## src/rtl/px_pkg.sv

```systemverilog
// Shared definitions for the pixel ROI/decimation stage.
//   - Default frame geometry and sample width (stonyman 112x112, 8-bit samples).
//   - cfg_dec step codes and dec_mask(), which maps a step code to (step - 1).
//   - Frame sequencing state enum.
package px_pkg;

  localparam int unsigned ImgWDefault = 112;
  localparam int unsigned ImgHDefault = 112;
  localparam int unsigned PxWDefault  = 8;
  localparam int unsigned CwDefault   = 7;

  // cfg_dec codes: decimation step applied to both rows and columns.
  localparam logic [1:0] DecStep1 = 2'd0;
  localparam logic [1:0] DecStep2 = 2'd1;
  localparam logic [1:0] DecStep4 = 2'd2;
  localparam logic [1:0] DecStep8 = 2'd3;

  typedef enum logic [0:0] {
    StIdle,
    StRun
  } px_state_e;

  // Returns (step - 1); an offset is on the decimation grid when (offset & mask) == 0.
  function automatic logic [2:0] dec_mask(input logic [1:0] dec);
    logic [2:0] mask;
    case (dec)
      DecStep1: mask = 3'b000;
      DecStep2: mask = 3'b001;
      DecStep4: mask = 3'b011;
      default:  mask = 3'b111;
    endcase
    return mask;
  endfunction

endpackage

```

## src/rtl/px_roi_pos_counter.sv

```systemverilog
// Row/column position tracker for the pixel beat stream.
// Ports:
//   clk, reset            clock, synchronous active-high reset
//   clear                 frame start: current beat (if any) is treated as position (0,0)
//   advance               a beat is consumed this cycle; position moves on afterwards
//   col_start..row_end    effective inclusive ROI bounds for this beat
//   dec                   effective decimation step code
//   match                 current position lies in the ROI and on the decimation grid
//   last                  current position is the final pixel of the frame
module px_roi_pos_counter
  import px_pkg::*;
#(
  parameter int unsigned IMG_W = ImgWDefault,
  parameter int unsigned IMG_H = ImgHDefault,
  parameter int unsigned CW    = CwDefault
) (
  input  logic          clk,
  input  logic          reset,
  input  logic          clear,
  input  logic          advance,
  input  logic [CW-1:0] col_start,
  input  logic [CW-1:0] col_end,
  input  logic [CW-1:0] row_start,
  input  logic [CW-1:0] row_end,
  input  logic [1:0]    dec,
  output logic          match,
  output logic          last
);

  localparam logic [CW-1:0] ColLast = CW'(IMG_W - 1);
  localparam logic [CW-1:0] RowLast = CW'(IMG_H - 1);

  logic [CW-1:0] col_q, row_q;
  logic [CW-1:0] cur_col, cur_row;
  logic [CW-1:0] col_off, row_off, mask;
  logic          in_bounds;

  always_comb begin
    // A frame start restarts the position immediately, so a coincident beat is (0,0).
    cur_col   = clear ? '0 : col_q;
    cur_row   = clear ? '0 : row_q;
    last      = (cur_row == RowLast) && (cur_col == ColLast);
    mask      = CW'(dec_mask(dec));
    in_bounds = (cur_row >= row_start) && (cur_row <= row_end) &&
                (cur_col >= col_start) && (cur_col <= col_end);
    // Offsets wrap when out of bounds, but in_bounds masks those cases.
    col_off   = cur_col - col_start;
    row_off   = cur_row - row_start;
    match     = in_bounds && ((col_off & mask) == '0) && ((row_off & mask) == '0);
  end

  always_ff @(posedge clk) begin
    if (reset) begin
      col_q <= '0;
      row_q <= '0;
    end else if (advance) begin
      if (cur_col == ColLast) begin
        col_q <= '0;
        row_q <= (cur_row == RowLast) ? '0 : cur_row + 1'b1;
      end else begin
        col_q <= cur_col + 1'b1;
        row_q <= cur_row;
      end
    end else if (clear) begin
      col_q <= '0;
      row_q <= '0;
    end
  end

endmodule

```

## src/rtl/px_roi_decimate.sv

```systemverilog
// Pixel-stream conditioning between the stonyman readout sequencer and the fifo_px
// write ports: ROI window, power-of-two decimation, drop counting and frame tracking.
// Ports:
//   clk, reset                  clock, synchronous active-high reset
//   frame_start                 capture start pulse; latches cfg_* and (re)starts a frame
//   in_valid, px0_in..px3_in    pixel beat strobe and the four camera samples
//   fifo_full                   OR of the fifo_px FULL flags
//   cfg_col/row_start/end       inclusive ROI bounds; cfg_dec decimation step code
//   out_valid, px0_out..px3_out FIFO write enable and registered samples
//   frame_done                  one-cycle pulse after the last beat of a frame
//   drop_count                  passing beats lost to fifo_full this frame (saturating)
//   busy                        high while a frame is in progress
//   stat_min/max/sum            camera-0 statistics over written samples, only when
//                               PX_ROI_STATS_EN is defined
module px_roi_decimate
  import px_pkg::*;
#(
  parameter int unsigned IMG_W = ImgWDefault,
  parameter int unsigned IMG_H = ImgHDefault,
  parameter int unsigned PX_W  = PxWDefault,
  parameter int unsigned CW    = CwDefault
) (
  input  logic            clk,
  input  logic            reset,
  input  logic            frame_start,
  input  logic            in_valid,
  input  logic [PX_W-1:0] px0_in,
  input  logic [PX_W-1:0] px1_in,
  input  logic [PX_W-1:0] px2_in,
  input  logic [PX_W-1:0] px3_in,
  input  logic            fifo_full,
  input  logic [CW-1:0]   cfg_col_start,
  input  logic [CW-1:0]   cfg_col_end,
  input  logic [CW-1:0]   cfg_row_start,
  input  logic [CW-1:0]   cfg_row_end,
  input  logic [1:0]      cfg_dec,
  output logic            out_valid,
  output logic [PX_W-1:0] px0_out,
  output logic [PX_W-1:0] px1_out,
  output logic [PX_W-1:0] px2_out,
  output logic [PX_W-1:0] px3_out,
  output logic            frame_done,
  output logic [15:0]     drop_count,
  output logic            busy
`ifdef PX_ROI_STATS_EN
  ,
  output logic [PX_W-1:0]    stat_min,
  output logic [PX_W-1:0]    stat_max,
  output logic [PX_W+13:0]   stat_sum
`endif
);

  px_state_e       state_q;
  logic [CW-1:0]   col_start_q, col_end_q, row_start_q, row_end_q;
  logic [1:0]      dec_q;
  logic [CW-1:0]   col_start_e, col_end_e, row_start_e, row_end_e;
  logic [1:0]      dec_e;
  logic            out_valid_q, frame_done_q, busy_q;
  logic [PX_W-1:0] px0_q, px1_q, px2_q, px3_q;
  logic [15:0]     drop_q;
  logic            beat, match, last, write, drop;

  always_comb begin
    // On frame_start the coincident beat must already see the new configuration.
    col_start_e = frame_start ? cfg_col_start : col_start_q;
    col_end_e   = frame_start ? cfg_col_end   : col_end_q;
    row_start_e = frame_start ? cfg_row_start : row_start_q;
    row_end_e   = frame_start ? cfg_row_end   : row_end_q;
    dec_e       = frame_start ? cfg_dec       : dec_q;
    beat        = in_valid && ((state_q == StRun) || frame_start);
    write       = beat && match && !fifo_full;
    drop        = beat && match && fifo_full;
  end

  px_roi_pos_counter #(
    .IMG_W (IMG_W),
    .IMG_H (IMG_H),
    .CW    (CW)
  ) u_pos (
    .clk       (clk),
    .reset     (reset),
    .clear     (frame_start),
    .advance   (beat),
    .col_start (col_start_e),
    .col_end   (col_end_e),
    .row_start (row_start_e),
    .row_end   (row_end_e),
    .dec       (dec_e),
    .match     (match),
    .last      (last)
  );

  always_ff @(posedge clk) begin
    if (reset) begin
      state_q      <= StIdle;
      busy_q       <= 1'b0;
      frame_done_q <= 1'b0;
      out_valid_q  <= 1'b0;
      px0_q        <= '0;
      px1_q        <= '0;
      px2_q        <= '0;
      px3_q        <= '0;
      drop_q       <= '0;
      col_start_q  <= '0;
      col_end_q    <= '0;
      row_start_q  <= '0;
      row_end_q    <= '0;
      dec_q        <= '0;
    end else begin
      out_valid_q  <= write;
      frame_done_q <= 1'b0;
      if (write) begin
        px0_q <= px0_in;
        px1_q <= px1_in;
        px2_q <= px2_in;
        px3_q <= px3_in;
      end
      if (frame_start) begin
        // Start or abort-and-restart; an aborted frame never reports frame_done.
        col_start_q <= cfg_col_start;
        col_end_q   <= cfg_col_end;
        row_start_q <= cfg_row_start;
        row_end_q   <= cfg_row_end;
        dec_q       <= cfg_dec;
        state_q     <= StRun;
        busy_q      <= 1'b1;
        drop_q      <= drop ? 16'd1 : 16'd0;
      end else begin
        if (drop && (drop_q != 16'hFFFF)) begin
          drop_q <= drop_q + 16'd1;
        end
        case (state_q)
          StRun: begin
            if (beat && last) begin
              state_q      <= StIdle;
              busy_q       <= 1'b0;
              frame_done_q <= 1'b1;
            end
          end
          default: begin
          end
        endcase
      end
    end
  end

  assign out_valid  = out_valid_q;
  assign px0_out    = px0_q;
  assign px1_out    = px1_q;
  assign px2_out    = px2_q;
  assign px3_out    = px3_q;
  assign frame_done = frame_done_q;
  assign drop_count = drop_q;
  assign busy       = busy_q;

`ifdef PX_ROI_STATS_EN
  logic [PX_W-1:0]  stat_min_q, stat_max_q;
  logic [PX_W+13:0] stat_sum_q;

  // Folds in the sample on the FIFO port, so results trail out_valid by one cycle.
  // No writes occur outside a frame, which keeps the values frozen after frame_done.
  always_ff @(posedge clk) begin
    if (reset) begin
      stat_min_q <= '0;
      stat_max_q <= '0;
      stat_sum_q <= '0;
    end else if (frame_start) begin
      stat_min_q <= '1;
      stat_max_q <= '0;
      stat_sum_q <= '0;
    end else if (out_valid_q) begin
      if (px0_q < stat_min_q) stat_min_q <= px0_q;
      if (px0_q > stat_max_q) stat_max_q <= px0_q;
      stat_sum_q <= stat_sum_q + (PX_W+14)'(px0_q);
    end
  end

  assign stat_min = stat_min_q;
  assign stat_max = stat_max_q;
  assign stat_sum = stat_sum_q;
`endif

endmodule

```

## config.mk

```make
export PLATFORM = sky130hd
export DESIGN_NAME = px_roi_decimate
export DESIGN_NICKNAME = d
export VERILOG_FILES = /design/src/rtl/px_pkg.sv /design/src/rtl/px_roi_pos_counter.sv /design/src/rtl/px_roi_decimate.sv
export SDC_FILE = /design/constraint.sdc
export NUM_CORES = 1
export LEC_CHECK = 0
export ABC_AREA = 1
export CAP_MARGIN = 30
export CORE_ASPECT_RATIO = 1.75
export CORE_MARGIN = 4
export CORE_UTILIZATION = 35
export CTS_CLUSTER_DIAMETER = 50
export DETAILED_ROUTE_END_ITERATION = 12
export PLACE_DENSITY = 0.59
export SLEW_MARGIN = 20
export SYNTH_ARGS = -nofsm -noshare
export SYNTH_HDL_FRONTEND = slang
export SYNTH_HIERARCHICAL = 1
export SYNTH_SLANG_ARGS = --single-unit
```

## constraint.sdc

```tcl
create_clock -name clk -period 11.14 [get_ports clk]
set_input_delay 2.228 -clock clk [delete_from_list [all_inputs] [get_ports clk]]
set_output_delay 2.228 -clock clk [all_outputs]
set_load 0.01 [all_outputs]
```

Word-level counts from Yosys, hierarchy flattened
Cells that the tools add are included.

Register bits: 96. Bits of input ports: 67. Output and inout bits: 51. Word-level logic and storage cells: 78.

Add/sub/neg operators: 5. $lt $le $gt $ge: 4. Eq/ne operators: 5. Mux-type cells: 23. Bitwise operators: 3. Reduce and logical (&&, ||, !) cells: 22.

Operators with widths (count): two-way mux 7 bit (11); two-way mux 16 bit (2); adder 16 x 1 -> 16 bit, second input constant (1); != test 16 bit, second input constant (1); adder 7 x 1 -> 7 bit, second input constant (2); AND 7 x 3 -> 7 bit (2); equality test 7 bit, second input constant (2); greater-or-equal comparator 7 bit (2); less-or-equal comparator 7 bit (2); zero test 7 bit (2); subtractor 7 bit (2); logical AND 1 bit (12); case mux 3 bit (3 select lines) (1); two-way mux 1 bit (8); nonzero test 2 bit (3); OR reduction 3 bit (1); equality test 2 x 1 -> 1 bit, second input constant (1); equality test 2 bit, second input constant (1); zero test 2 bit (1); two-way mux 2 bit (1); AND reduction 2 bit (1); zero test 1 bit (1); logical OR 1 bit (1); inverter 1 bit (1).

Longest topological paths before layout
Depth after elaboration: 12. Depth in mapped cells: 22. Mapped depth without buffers: 20.

Cells and area by module
The synthesis kept the hierarchy.

Modules (own cells, without submodules): px_roi_decimate (times used 1, cells each 457, area an instance 3378.2 µm², sequential area each 1641.6 µm²); px_roi_pos_counter (times used 1, cells each 268, area an instance 1696.6 µm², sequential area each 280.3 µm²).

Worst setup path after synthesis
OpenSTA, ideal clock, no wires.

Path type: input to register. From: input port frame_start. To: register drop_q[12], in the netlist drop_count[12]. Library setup time: 0.114 ns. Arrival time: 4.929 ns. Data required time: 11.026 ns. Path slack: 6.097 ns. Cell stages on the path: 20. Path buffers: 3. Cell sequence: buf_4 -> inv_4 -> clkbuf_1 -> nand2_1 -> nand2_1 -> ha_1 -> inv_1 -> fa_1 -> or2_2 -> nand4_1 -> nand3_1 -> a21oi_1 -> nand3_1 -> nor2_1 -> nand4_4 -> nor2_4 -> buf_6 -> nand3_1 -> nand2_1 -> nor2_1.

Elaborated cells between the ends (all ways): 33. Classes of those cells: add/sub: 2; order compare: 4; eq/ne: 2; mux: 9; bitwise: 2; reduce/logical: 14.

RTL lines: start, declared (line px_roi_decimate.sv:25) `input logic frame_start,`; two-way mux 7 bit (*); named net col_start_e[0] (line px_roi_decimate.sv:56) `logic [CW-1:0] col_start_e, col_end_e, row_start_e, row_end_e;`; subtractor 7 bit / greater-or-equal comparator 7 bit (equally long branches) (line px_roi_pos_counter.sv:47, px_roi_pos_counter.sv:45); AND 7 x 3 -> 7 bit / logical AND 1 bit (equally long branches) (line px_roi_pos_counter.sv:49, px_roi_pos_counter.sv:44); zero test 7 bit / logical AND 1 bit (equally long branches) (line px_roi_pos_counter.sv:49, px_roi_pos_counter.sv:45); logical AND 1 bit (*) (2 in a row) (line px_roi_pos_counter.sv:49) `match = in_bounds && ((col_off & mask) == '0) && ((row_off & mask) == '0);`; named net match (line px_roi_decimate.sv:61) `logic beat, match, last, write, drop;`; logical AND 1 bit (*) (2 in a row) (line px_roi_decimate.sv:72) `drop = beat && match && fifo_full;`; logical AND 1 bit (*) (line px_roi_decimate.sv:129) `if (drop && (drop_q != 16'hFFFF)) begin`; nonzero test 2 bit (no source line) (*); end signal, assigned (line px_roi_decimate.sv:127) `drop_q <= drop ? 16'd1 : 16'd0;`; end signal, assigned (line px_roi_decimate.sv:130) `drop_q <= drop_q + 16'd1;`; end, declared (line px_roi_decimate.sv:60) `logic [15:0] drop_q;`.

Mark *: on every way through the listed nets, which the timed path passes. The rest lies on a longest branch. A chain may end at the register's enable or synchronous reset.

Final worst setup path
From: input port frame_start. To: register drop_q[11], in the netlist drop_count[11].

Same word-level chain as after synthesis.

==> metrics.md <==
| Metric | Value |
|---|---|
| Status | `completed` |
| Setup-failing EPs final | `0` |
| Static leakage | `around 0.0028 uW` |
| Final hold slack | `0.443 ns` |
| Seq/Total Area, Yosys | `0.379` |
| # IOs | `~120` |
| Die Area | `16600 um^2` |
| Final wirelength | `roughly 13000 um` |
| Initial Util | `0.355` |
| Worst Setup Start Kind | `input pin` |
| CTS tree | `built` |
| Synth Instances | `roughly 730` |
| Post-CTS setup buffers | `0` |
| First-pass GRT wire length | `~22000 um` |
| Die width | `~100 um` |
| Crit path kind | `input pin to flip-flop` |
| Number of flops mapped to enable cells by yosys | `0` |
| Worst-Skew Late Latency | `approximately 0.35 ns` |
| H-tree level count | `3` |
| Max FO, Critical Path | `between 40 and 50` |
| Crit path cell chain | `buf_2 > buf_4 > inv_4 > nand2_1 > nand2_1 > ha_1 > inv_1 > fa_1 > o21ai_0 > nand2_1 > o21ai_0 > nand3_1 > a21oi_1 > nand3_1 > nor2_1 > nand4_4 > nor2_4 > nand3_1 > nand2_1 > nand2_1 > nor2_1` |
| Pwr/cell area | `~110 nW/um^2` |
| Core ar. | `between 10000 and 15000 um^2` |
| Root Buffer | `clkbuf_16` |
| Total of max-cap violations | `0` |
| CTS Hold Bufs | `0` |
| Mean Syn Cell Area | `7.00 um^2` |
| Least-Margin Pin Slew | `~0.84 ns` |
| Hold EP | `px0_out[4]` |
| Utilization after layout | `0.464` |
| Min-delay worst type | `flip-flop to flip-flop` |
| Vias | `4757` |
| Comb power frac | `0.113` |
| Slew margin rel. | `0.439` |
| Peak supply drop | `0.0727 mV` |
| Area Overhead vs Synth | `30.8%` |
| Detail Route Antenna Nets | `0` |
| DIE HEIGHT | `between 150 and 200 um` |
| Reg2reg start | `u_pos/row_q[0]` |
| Skew final | `between 0.01 and 0.015 ns` |
| Sequential share of power | `0.461` |
| Fin crit period | `5.46 ns` |
| Crit end category | `flip-flop` |
| Cts repair resizes | `0` |
| Ant diodes | `0` |
| Wirelength per Cell | `about 13 um` |
| Layout cells sized above 1 | `0.0587` |
| Part of the cycle the worst path needs | `0.490` |
| Arr. time, crit path | `between 5 and 6 ns` |
| Clock transition at the registers of the reported paths | `~0.080 ns` |
| I/O Buffers | `117` |
| Vias in the first global route | `4627` |
| Routability-driven placement congestion ratio | `between 0.8 and 0.9` |
| CTS Sinks | `96` |
| Hold path depth | `2` |
| Nets@finish | `just over 900` |
| Ys flop type | `dfxtp_1` |
| Max clock buf depth | `2` |
| Synth unique cells | `43` |
| Vias per std cell | `between 4 and 5` |
| Setup TNS | `0 ns` |
| Max-slew violation total from the final report | `0` |
| Synthesized flop and latch total | `96` |
| Hold path start | `px0_out[4]` |
| Tot Pwr | `about 760 uW` |
| Drc violations | `0` |
| First drt pass iteration count | `4` |
| Total gr overflow | `0` |
| Switching component of the power | `194 uW` |
| Power Internal | `about 570 uW` |
| FF-to-FF End | `drop_count[11]` |
| YS warnings | `6` |
| Reg2reg setup slack | `7.99 ns` |
| Reg2Reg Depth | `19` |
| Worst EP required | `roughly 11 ns` |
| Tot GR Track Use | `0.160` |
| Post-synth ARST share | `0` |
| Final hold vios | `0` |
| Largest net degree at the start of global routing | `66` |
| RSZ-0062 raised after global routing | `false` |
| Top cell by count, worst path | `nand2_1` |
| HPWL Detailed | `roughly 10000 um` |
| Synthesized area | `a little over 5000 um^2` |
| CTS Buf Count | `9` |
| Slowest stage cell, crit path | `buf_4` |
| Switching Share | `0.254` |
| Max frequency | `about 0.18 GHz` |
| Floorplan row count | `58` |
| Initial antenna violation count | `0` |
| Clock power share | `0.426` |
| Synth Net Count | `a little over 800` |
| Starting DRT DRC Count | `~140` |
| Crit-path max cell delay | `approximately 0.43 ns` |
power by group through the flow:
stage                     combinational [uW]  clock [uW]  sequential [uW]
after floorplan                         50.7           0              360
after global placement                  86.6           0              360
after detailed placement                86.7           0              360
after CTS                               87.3         337              352
after global routing                    98.0         346              353
final                                   85.9         325              352
area by class of cell:
cell class / instances / area (um^2)
Inverter: 109 / 419
Sequential cell: 96 / 1920
Tap cell: 180 / 225
Clock buffer: 9 / 225
Clock inverter: 7 / 83.8
Timing Repair Buffer: 120 / 1190
Fill cell: 1456 / 7660
Multi-Input combinational cell: 494 / 2570
state kept, by name, indices dropped and copies added, names as in the netlist:
signal       count
px1_out          8
busy             1
row_end_q        7
u_pos/col_q      7
dec_q            2
frame_done       1
drop_count      16
px0_out          8
u_pos/row_q      7
px2_out          8
col_start_q      7
out_valid        1
row_start_q      7
col_end_q        7
px3_out          8
state_q          1
worst max-delay path by stage:
stage / start / end / slack (ns) / cells after the start
finish: frame_start / drop_count[11] / 5.68 / 21
global route: frame_start / drop_count[11] / 5.26 / 21
CTS: frame_start / drop_count[11] / 5.66 / 21
detailed placement: frame_start / drop_count[11] / 5.30 / 21
global placement: frame_start / drop_count[11] / 5.40 / 21
floorplan: frame_start / drop_count[12] / 6.10 / 20
cell families (layout without fill, tap and decap cells):
| family | Yosys count | after routing | synth area share |
|---|---|---|---|
| buffers and inverters | 135 | 245 | 0.114 |
| DFF | 96 | 96 | 0.379 |
| adders and majority gates | 25 | 25 | 0.0646 |
| xor gates and xnor gates | 2 | 2 | 0.00345 |
| AOI/OAI and AO/OA | 148 | 148 | 0.154 |
| and+or+nand+nor | 319 | 319 | 0.285 |
Yosys cell counts, types with 7 or more instances:
cell / count / area, um^2
a21oi_1: 94 / 470
o21ai_1: 21 / 105
dfxtp_1: 96 / 1920
nor3_1: 7 / 35.0
nand2_1: 183 / 687
o21ai_0: 22 / 110
nand4_1: 11 / 68.8
ha_1: 23 / 288
nand3_1: 38 / 190
clkbuf_1: 15 / 56.3
inv_1: 106 / 398
nor2_1: 51 / 191
stage by stage:
step | cell area, um^2 | std cells | setup slack (ns)
final | 6640 | 1015 | 5.68
after global routing | 6640 | 1015 | 5.26
after CTS | 6640 | 1015 | 5.66
after detailed placement | 6330 | 999 | 5.30
after global placement | 6330 | 999 | 5.40
after floorplan | 5070 | 725 | 6.10
cells in the final DEF, fill, tap and decap left out, drive strengths merged:
cell and count:
a211oi 2, a21boi 1, a21oi 94, a31o 1
and2 1, and3 2, buf 4, bufinv 1
clkbuf 9, clkdlybuf4s50 116, clkinv 1, clkinvlp 1
dfxtp 96, fa 2, ha 23, inv 113
nand2 190, nand3 40, nand4 12, nor2 59
nor3 9, nor3b 1, nor4 3, o21ai 43
o21bai 6, o31a 1, or2 2, xor2 2
per-layer routing:
layer | GRT usage | share of wire | routed length [um]
met5 | 0 | 0 | 0
met3 | 0.0442 | 0.061 | 796
met1 | 0.174 | 0.39 | 5100
met2 | 0.285 | 0.52 | 6800
met4 | 0.0702 | 0.021 | 266
critical path: cells and delay by family:
kind | cells | cell delay, ns
buf+inv | 4 | 0.88
simple gates | 12 | 1.64
compound gates | 3 | 0.38
fa+ha+maj | 2 | 0.59
(Power assumes the default switching activity.)
